`config.mk`:
```
export PLATFORM = sky130hd
export DESIGN_NAME = vt57_dma
export DESIGN_NICKNAME = d
export VERILOG_FILES = /design/src/rtl/vt57_pkg.sv /design/src/rtl/vt57_channel.sv /design/src/rtl/vt57_dma.sv
export SDC_FILE = /design/constraint.sdc
export NUM_CORES = 1
export LEC_CHECK = 0
export ABC_AREA = 1
export CELL_PAD_IN_SITES_DETAIL_PLACEMENT = 1
export CELL_PAD_IN_SITES_GLOBAL_PLACEMENT = 1
export CORE_ASPECT_RATIO = 0.9
export CORE_MARGIN = 5
export CORE_UTILIZATION = 47
export DETAILED_ROUTE_END_ITERATION = 10
export GPL_TIMING_DRIVEN = 1
export PLACE_DENSITY_LB_ADDON = 0.05
export SLEW_MARGIN = 20
export SYNTH_ARGS = -nofsm -noshare
export SYNTH_HDL_FRONTEND = slang
export SYNTH_HIERARCHICAL = 1
export SYNTH_SLANG_ARGS = --single-unit
```
`constraint.sdc`:
```
create_clock -name clock -period 5.3 [get_ports clock]
set_clock_uncertainty 0.05 [all_clocks]
set_input_delay 1.06 -clock clock [delete_from_list [all_inputs] [get_ports clock]]
set_output_delay 1.06 -clock clock [all_outputs]
set_load 0.01 [all_outputs]
```
`src/rtl/vt57_pkg.sv`:
```
// vt57_pkg: shared constants, FSM state encoding and helpers for the vt57 DMA controller.
package vt57_pkg;

    localparam int unsigned NCH = 4;   // channel count
    localparam int unsigned AW  = 16;  // memory address width
    localparam int unsigned DW  = 8;   // data width
    localparam int unsigned CW  = 14;  // byte-count field width inside the count register

    // Register offsets from BASE: 2n = addr ch n, 2n+1 = count ch n
    localparam logic [3:0] OFF_MODE = 4'd8;

    // Transfer type in count[15:14]; any code other than OP_READ behaves as a verify
    localparam logic [1:0] OP_VERIFY = 2'b00;
    localparam logic [1:0] OP_READ   = 2'b10;

    // Mode register bit positions; bits [3:0] are the channel enables
    localparam int unsigned MODE_TCSTOP   = 6;
    localparam int unsigned MODE_AUTOLOAD = 7;

    typedef enum logic [2:0] {
        S_IDLE,
        S_REQ,
        S_ADDR,
        S_READ,
        S_XFER
    } state_t;

    // Fixed priority: the lowest-numbered active request wins
    function automatic logic [1:0] prio_sel(input logic [NCH-1:0] req);
        logic [1:0] sel;
        sel = 2'd0;
        for (int i = NCH - 1; i >= 0; i--) begin
            if (req[i]) sel = 2'(i);
        end
        return sel;
    endfunction

endpackage

```
`src/rtl/vt57_channel.sv`:
```
// vt57_channel: one DMA channel's address/count registers.
// Ports: i_wr_addr/i_wr_cnt + i_hi/i_wdata = CPU byte write, i_step = post-transfer
// increment/decrement, i_reload/i_reload_* = autoload copy, o_addr/o_count = current values.
module vt57_channel
    import vt57_pkg::*;
(
    input  logic          clock,
    input  logic          reset,
    input  logic          i_wr_addr,
    input  logic          i_wr_cnt,
    input  logic          i_hi,
    input  logic [DW-1:0] i_wdata,
    input  logic          i_step,
    input  logic          i_reload,
    input  logic [AW-1:0] i_reload_addr,
    input  logic [AW-1:0] i_reload_cnt,
    output logic [AW-1:0] o_addr,
    output logic [AW-1:0] o_count
);

    logic [AW-1:0] r_addr;
    logic [AW-1:0] r_count;

    // A CPU byte write suppresses any hardware update of that register in the same cycle
    always_ff @(posedge clock or posedge reset) begin
        if (reset) begin
            r_addr  <= '0;
            r_count <= '0;
        end else begin
            if (i_wr_addr) begin
                if (i_hi) r_addr[AW-1:DW] <= i_wdata;
                else      r_addr[DW-1:0]  <= i_wdata;
            end else if (i_reload) begin
                r_addr <= i_reload_addr;
            end else if (i_step) begin
                r_addr <= r_addr + AW'(1);
            end

            // Only the byte count decrements; the op bits are preserved and the count wraps to 3FFF
            if (i_wr_cnt) begin
                if (i_hi) r_count[AW-1:DW] <= i_wdata;
                else      r_count[DW-1:0]  <= i_wdata;
            end else if (i_reload) begin
                r_count <= i_reload_cnt;
            end else if (i_step) begin
                r_count[CW-1:0] <= r_count[CW-1:0] - CW'(1);
            end
        end
    end

    assign o_addr  = r_addr;
    assign o_count = r_count;

endmodule

```
`src/rtl/vt57_dma.sv`:
```
// vt57_dma: KR580VT57 (i8257-style) 4-channel DMA controller.
// CPU side: cpu_address/cpu_out/cpu_we/cpu_rd -> cpu_in (registered, valid the cycle after cpu_rd).
// Bus side: hold/hlda handshake, address out, in = memory read data.
// Device side: drq level requests, dev_data/dev_we/dack/tc strobes for one cycle per byte.
module vt57_dma
    import vt57_pkg::*;
#(
    parameter logic [15:0] BASE = 16'hE000
)
(
    input  logic           clock,
    input  logic           reset,
    input  logic [AW-1:0]  cpu_address,
    input  logic [DW-1:0]  cpu_out,
    input  logic           cpu_we,
    input  logic           cpu_rd,
    output logic [DW-1:0]  cpu_in,
    input  logic [NCH-1:0] drq,
    output logic           hold,
    input  logic           hlda,
    output logic [AW-1:0]  address,
    input  logic [DW-1:0]  in,
    output logic [DW-1:0]  dev_data,
    output logic           dev_we,
    output logic [NCH-1:0] dack,
    output logic           tc
);

    state_t         r_state;
    logic [1:0]     r_ch;
    logic           r_hold;
    logic [AW-1:0]  r_address;
    logic [DW-1:0]  r_dev_data;
    logic           r_dev_we;
    logic [NCH-1:0] r_dack;
    logic           r_tc;
    logic [NCH-1:0] r_en;
    logic           r_tcstop;
    logic           r_autoload;
    logic           r_ff;
    logic [NCH-1:0] r_tc_flags;
    logic [DW-1:0]  r_cpu_in;

    logic [AW-1:0]  w_off;
    logic           w_wr;
    logic           w_rd;
    logic           w_is_mode;
    logic           w_is_cnt;
    logic [1:0]     w_reg_ch;
    logic           w_mode_wr;
    logic [NCH-1:0] w_wr_addr;
    logic [NCH-1:0] w_wr_cnt;
    logic [AW-1:0]  w_addr  [NCH];
    logic [AW-1:0]  w_count [NCH];
    logic [AW-1:0]  w_rd_reg;
    logic           w_xfer;
    logic [NCH-1:0] w_ch_oh;
    logic [NCH-1:0] w_step;
    logic [NCH-1:0] w_tc_set;
    logic           w_al_hit;
    logic [NCH-1:0] w_reload;
    logic [NCH-1:0] w_stop;
    logic [NCH-1:0] w_en_nxt;
    logic [NCH-1:0] w_req;
    logic [NCH-1:0] w_req_nxt;

    // CPU decode; a simultaneous write and read is treated as a write only
    assign w_off     = cpu_address - BASE;
    assign w_wr      = cpu_we && (w_off < 16'd9);
    assign w_rd      = cpu_rd && !cpu_we && (w_off < 16'd9);
    assign w_is_mode = (w_off[3:0] == OFF_MODE);
    assign w_is_cnt  = w_off[0];
    assign w_reg_ch  = w_off[2:1];
    assign w_mode_wr = w_wr && w_is_mode;

    // Channel write enables; with autoload, ch2 writes are mirrored into ch3
    always_comb begin
        w_wr_addr = '0;
        w_wr_cnt  = '0;
        if (w_wr && !w_is_mode) begin
            if (w_is_cnt) w_wr_cnt[w_reg_ch]  = 1'b1;
            else          w_wr_addr[w_reg_ch] = 1'b1;
            if (r_autoload && (w_reg_ch == 2'd2)) begin
                if (w_is_cnt) w_wr_cnt[3]  = 1'b1;
                else          w_wr_addr[3] = 1'b1;
            end
        end
    end

    // End-of-transfer bookkeeping, all applied on the clock that leaves XFER
    assign w_xfer    = (r_state == S_XFER);
    assign w_ch_oh   = NCH'(1) << r_ch;
    assign w_step    = w_xfer ? w_ch_oh : '0;
    assign w_tc_set  = (w_xfer && r_tc) ? w_ch_oh : '0;
    assign w_al_hit  = w_xfer && r_tc && r_autoload && (r_ch == 2'd2);
    assign w_reload  = {1'b0, w_al_hit, 2'b00};
    assign w_stop    = (r_tcstop && !w_al_hit) ? w_tc_set : '0;
    assign w_en_nxt  = w_mode_wr ? cpu_out[NCH-1:0] : (r_en & ~w_stop);
    assign w_req     = drq & r_en;
    assign w_req_nxt = drq & w_en_nxt;

    for (genvar g = 0; g < NCH; g++) begin : g_ch
        vt57_channel u_ch (
            .clock        (clock),
            .reset        (reset),
            .i_wr_addr    (w_wr_addr[g]),
            .i_wr_cnt     (w_wr_cnt[g]),
            .i_hi         (r_ff),
            .i_wdata      (cpu_out),
            .i_step       (w_step[g]),
            .i_reload     (w_reload[g]),
            .i_reload_addr(w_addr[NCH-1]),
            .i_reload_cnt (w_count[NCH-1]),
            .o_addr       (w_addr[g]),
            .o_count      (w_count[g])
        );
    end

    assign w_rd_reg = w_is_cnt ? w_count[w_reg_ch] : w_addr[w_reg_ch];

    // CPU-visible state: mode, byte flip-flop, TC flags and read-data register
    always_ff @(posedge clock or posedge reset) begin
        if (reset) begin
            r_en       <= '0;
            r_tcstop   <= 1'b0;
            r_autoload <= 1'b0;
            r_ff       <= 1'b0;
            r_tc_flags <= '0;
            r_cpu_in   <= '0;
        end else begin
            r_en <= w_en_nxt;
            if (w_mode_wr) begin
                r_tcstop   <= cpu_out[MODE_TCSTOP];
                r_autoload <= cpu_out[MODE_AUTOLOAD];
                r_ff       <= 1'b0;
            end else if ((w_wr || w_rd) && !w_is_mode) begin
                r_ff <= ~r_ff;
            end
            // A flag set in the same cycle as a status read survives to the next read
            r_tc_flags <= ((w_rd && w_is_mode) ? '0 : r_tc_flags) | w_tc_set;
            if (w_rd) begin
                if (w_is_mode) r_cpu_in <= {4'b0000, r_tc_flags};
                else           r_cpu_in <= r_ff ? w_rd_reg[AW-1:DW] : w_rd_reg[DW-1:0];
            end
        end
    end

    // Transfer FSM: bus request, address, read, device strobe
    always_ff @(posedge clock or posedge reset) begin
        if (reset) begin
            r_state    <= S_IDLE;
            r_ch       <= 2'd0;
            r_hold     <= 1'b0;
            r_address  <= '0;
            r_dev_data <= '0;
            r_dev_we   <= 1'b0;
            r_dack     <= '0;
            r_tc       <= 1'b0;
        end else begin
            case (r_state)
                S_IDLE: begin
                    if (|w_req) begin
                        r_hold  <= 1'b1;
                        r_state <= S_REQ;
                    end
                end
                S_REQ: begin
                    if (hlda) begin
                        if (|w_req) begin
                            r_ch    <= prio_sel(w_req);
                            r_state <= S_ADDR;
                        end else begin
                            r_hold  <= 1'b0;
                            r_state <= S_IDLE;
                        end
                    end
                end
                S_ADDR: begin
                    if (!hlda) begin
                        r_state <= S_REQ;
                    end else begin
                        r_address <= w_addr[r_ch];
                        r_state   <= S_READ;
                    end
                end
                S_READ: begin
                    // Losing the bus here abandons the byte before any register update
                    if (!hlda) begin
                        r_state <= S_REQ;
                    end else begin
                        r_dev_data <= in;
                        r_dev_we   <= (w_count[r_ch][AW-1:CW] == OP_READ);
                        r_dack     <= w_ch_oh;
                        r_tc       <= (w_count[r_ch][CW-1:0] == '0);
                        r_state    <= S_XFER;
                    end
                end
                S_XFER: begin
                    r_dev_we <= 1'b0;
                    r_dack   <= '0;
                    r_tc     <= 1'b0;
                    // Re-arbitrate with enables as they will stand after this cycle
                    if ((|w_req_nxt) && hlda) begin
                        r_ch    <= prio_sel(w_req_nxt);
                        r_state <= S_ADDR;
                    end else begin
                        r_hold  <= 1'b0;
                        r_state <= S_IDLE;
                    end
                end
                default: begin
                    r_hold  <= 1'b0;
                    r_state <= S_IDLE;
                end
            endcase
        end
    end

    assign cpu_in   = r_cpu_in;
    assign hold     = r_hold;
    assign address  = r_address;
    assign dev_data = r_dev_data;
    assign dev_we   = r_dev_we;
    assign dack     = r_dack;
    assign tc       = r_tc;

endmodule

```
==> impl_metrics.json <==
{
  "syn_avg_cell_area_um2": 6.422,
  "grt_max_degree": 58,
  "clock-root-buffer": "clkbuf_16",
  "r2r_end": "g_ch[0].u_ch/o_count[7]$_DFFE_PP0P_",
  "vias": 16650,
  "pwr-share-clk_pct": 21.9,
  "numCtsBuffers": 17,
  "grt-ovfl-total": 0,
  "final_max_slew_viol_count": 0,
  "area_delta_synth_final_pct": 11.29,
  "relSlewSlack_pct": 24.22,
  "seq_area_frac_synth_pct": 31.39,
  "p_leak_nw": 7.825,
  "rows": 61,
  "whs_path_depth": 2,
  "synth_top_area_share_pct": 31.39,
  "start_util_pct": 47.44,
  "synth_area_leaders": "dfrtp_1 (31%), nand2_1 (13%), nor2_1 (13%)",
  "worstRegToRegCells": 8,
  "holdWs_ns": 0.4350,
  "slowest_stage": "clkdlybuf4s50_1",
  "pwr-share-seq_pct": 42.0,
  "cts.reportedPaths.clkPinSlew_ns": 0.07,
  "p_int_w": 0.003006,
  "cp-start-kind": "input port",
  "clk_path_buf_depth": 2,
  "ir_worst_vdd_mv": 0.2642,
  "hold_path_startpoint": "cpu_in[4]$_DFFE_PP0P_",
  "routabilityCongestion": 0.9436,
  "grt_pass1_vias": 16550,
  "synth_top_area_cell": "dfrtp_1",
  "ys_warn_count": 6,
  "num_antenna_cells": 0,
  "min_period_ns": 3.868,
  "nets": 2389,
  "drc_errors": 0,
  "detail_route.wl_per_cell_um": 22.14,
  "die-area_um2": 34670,
  "hold-path-endpoint": "cpu_in[4]$_DFFE_PP0P_",
  "status": "finished clean",
  "drv_cap": 0,
  "cp_max_fo": 31,
  "synth.distinct_cells": 56,
  "comb_power_share_pct": 36.1,
  "drt_wl_total_um": 61120,
  "synth-seq-cells": 183,
  "drive_above_1_share_pct": 9.651,
  "netlist_instances": 2272,
  "ios": 80,
  "critPathMostFrequentCell": "nor2_1",
  "routed_via_density": 6.030,
  "postCtsSetupRepairBufs": 0,
  "finalSetupViolCount": 0,
  "grt_usage_pct": 34.70,
  "power.total_w": 0.005702,
  "worst_pin_slew_ns": 1.133,
  "insertion_delay_ns": 0.46,
  "critical_path.max_stage_delay_ns": 0.44,
  "p_sw_share_pct": 47.29,
  "port_buffers": 79,
  "clkSinkCount": 183,
  "power.density_nw_per_um2": 351.2,
  "finalHoldViolations": 0,
  "grt_pass1_wl_um": 94680,
  "clock.fmax_mhz": 258.6,
  "r2r_start": "r_ch[0]$_DFFE_PP0P_",
  "htreeDepth": 4,
  "worstSetupPathType": "in -> reg",
  "crit_chain": "clkdlybuf4s50_1 > ha_1 > nor2_1 > nand2_1 > nor2_1 > nand3_2 > nor2_4 > inv_1 > nor2_1 > nand2_1 > nor2_2 > buf_4 > nand2_1 > nand2_2 > inv_2 > nor2_1 > a31oi_1",
  "p_switching_w": 0.002696,
  "first_pass_iters": 7,
  "fp.dieH_um": 177.2,
  "ctsHoldBuffers": 0,
  "ant_nets": 0,
  "cts_tree": "built",
  "worstSetupEndpointType": "register",
  "postCtsResizedCells": 0,
  "multi_input_area_um2": 8780,
  "crit_arrival_ns": 4.15,
  "rrSetupSlack_ns": 2.51,
  "hpwlAfterDp_um": 43400,
  "fin_crit_sh_pct": 72.97,
  "tns_ns": 0,
  "hp-class": "reg -> reg",
  "synth_area_um2": 14590,
  "regArea_um2": 4579,
  "die-width_um": 195.7,
  "antenna_found_initial": 0,
  "crit_required_ns": 5.58,
  "core-area_um2": 30760,
  "drt_iter0_markers": 1356,
  "rsz0062_at_grt": "no",
  "finalCoreUtilization_pct": 52.79,
  "n_fill_cell": 4234
}
## worst max-delay path, delay by kind of cell
kind	cells	cell delay (ns)
and+or+nand+nor	11	1.68
adders and majority gates	1	0.33
buffers and inverters	4	1.01
AOI/OAI and AO/OA	1	0.05
## cells in the final DEF (no fill, tap or decap), types with 21 or more instances in the layout
| cell | netlist | layout |
|---|---|---|
| conb_1 | 1 | 21 |
| a21oi_1 | 201 | 201 |
| dfrtp_1 | 183 | 183 |
| nor2_1 | 488 | 483 |
| inv_1 | 171 | 170 |
| o21ai_0 | 23 | 23 |
| nand2_1 | 514 | 514 |
| inv_2 | 35 | 36 |
| nand2_2 | 48 | 48 |
| o21ai_1 | 59 | 59 |
| nand4_1 | 26 | 26 |
| nor2_2 | 29 | 34 |
| clkdlybuf4s50_1 | 0 | 79 |
| nand3_1 | 159 | 159 |
| a31oi_1 | 22 | 22 |
| a22oi_1 | 69 | 69 |
| buf_4 | 17 | 30 |
## area by class of cell
cell class | count | area share (%)
multi-input cells | 1814 | 54.07
flip-flops and latches | 183 | 28.20
clock buffers | 21 | 2.774
well taps | 409 | 3.152
repair buffers | 109 | 6.257
inverters | 214 | 4.978
clock inverters | 11 | 0.5625
## power by group through the flow
stage	combinational, W	sequential, W	clock, W
floorplan	0.00149	0.00204	0
global placement	0.00187	0.00236	0
detailed placement	0.00198	0.00237	0
CTS	0.00201	0.00235	0.00127
global route	0.00229	0.00240	0.00132
finish	0.00206	0.00239	0.00125
## worst max-delay path by stage
stage,start,to,depth (start not counted)
finish,cpu_address[13],g_ch[2].u_ch/o_addr[0]$_DFFE_PP0P_,17
global route,cpu_address[13],g_ch[2].u_ch/o_addr[1]$_DFFE_PP0P_,17
CTS,cpu_address[13],g_ch[2].u_ch/o_addr[0]$_DFFE_PP0P_,17
detailed placement,cpu_address[13],g_ch[2].u_ch/o_addr[0]$_DFFE_PP0P_,17
global placement,cpu_address[13],g_ch[2].u_ch/o_addr[5]$_DFFE_PP0P_,17
floorplan,cpu_address[13],g_ch[2].u_ch/o_count[1]$_DFFE_PP0P_,17
## cells in the mapped netlist, drive strengths merged
library cell	count
nand3b	4
buf	50
o22ai	2
ha	9
a31oi	22
o311ai	4
nor2	533
a41o	2
nor3	9
o221ai	1
o2111ai	1
a32o	1
o211ai	8
nor4	13
mux2	1
or2	10
clkinv	8
o41ai	2
a22oi	69
a221oi	10
a221o	1
inv	206
a21oi	205
nand3	165
a41oi	10
xor2	20
dlymetal6s2s	4
clkbuf	27
nand4	28
o21ai	91
nand2	566
dfrtp	183
xnor2	4
conb	1
o31ai	2
## cell families (layout without fill, tap and decap cells)
logic type | count (synthesis) | in the layout | share of synthesized area (%)
simple gates | 1328 | 1328 | 39.58
compound gates | 431 | 431 | 17.59
buf+inv | 295 | 355 | 9.133
flops | 183 | 183 | 31.39
xor+xnor | 24 | 24 | 1.441
fa+ha+maj | 9 | 9 | 0.7718
other cells | 1 | 21 | 0.02570
mux | 1 | 1 | 0.07717
## stage by stage
step | area [um^2] | setup slack (ns) | std cells
floorplan | 14670 | 2.159 | 2292
global placement | 15700 | 1.167 | 2729
detailed placement | 15700 | 1.045 | 2729
CTS | 16240 | 1.511 | 2761
global route | 16240 | 1.190 | 2761
finish | 16240 | 1.432 | 2761
## registers in the layout, summed over array words and instances (netlist names), 3 cells and up
signal and cells:
cpu_in 8, dev_data 8, r_tc_flags 4, g_ch.u_ch/o_count 64
address 16, r_state 3, g_ch.u_ch/o_addr 64, r_en 4
dack 4
## metal layers
metal / up-vias / track usage, % / wire, um
met2: 782 / 55.51 / 27590
met4: 0 / 14.75 / 2570
met5: - / 0 / 0
li1: 7582 / - / -
met3: 170 / 6.795 / 5699
met1: 8115 / 46.07 / 25270
(Power assumes the default switching activity.)
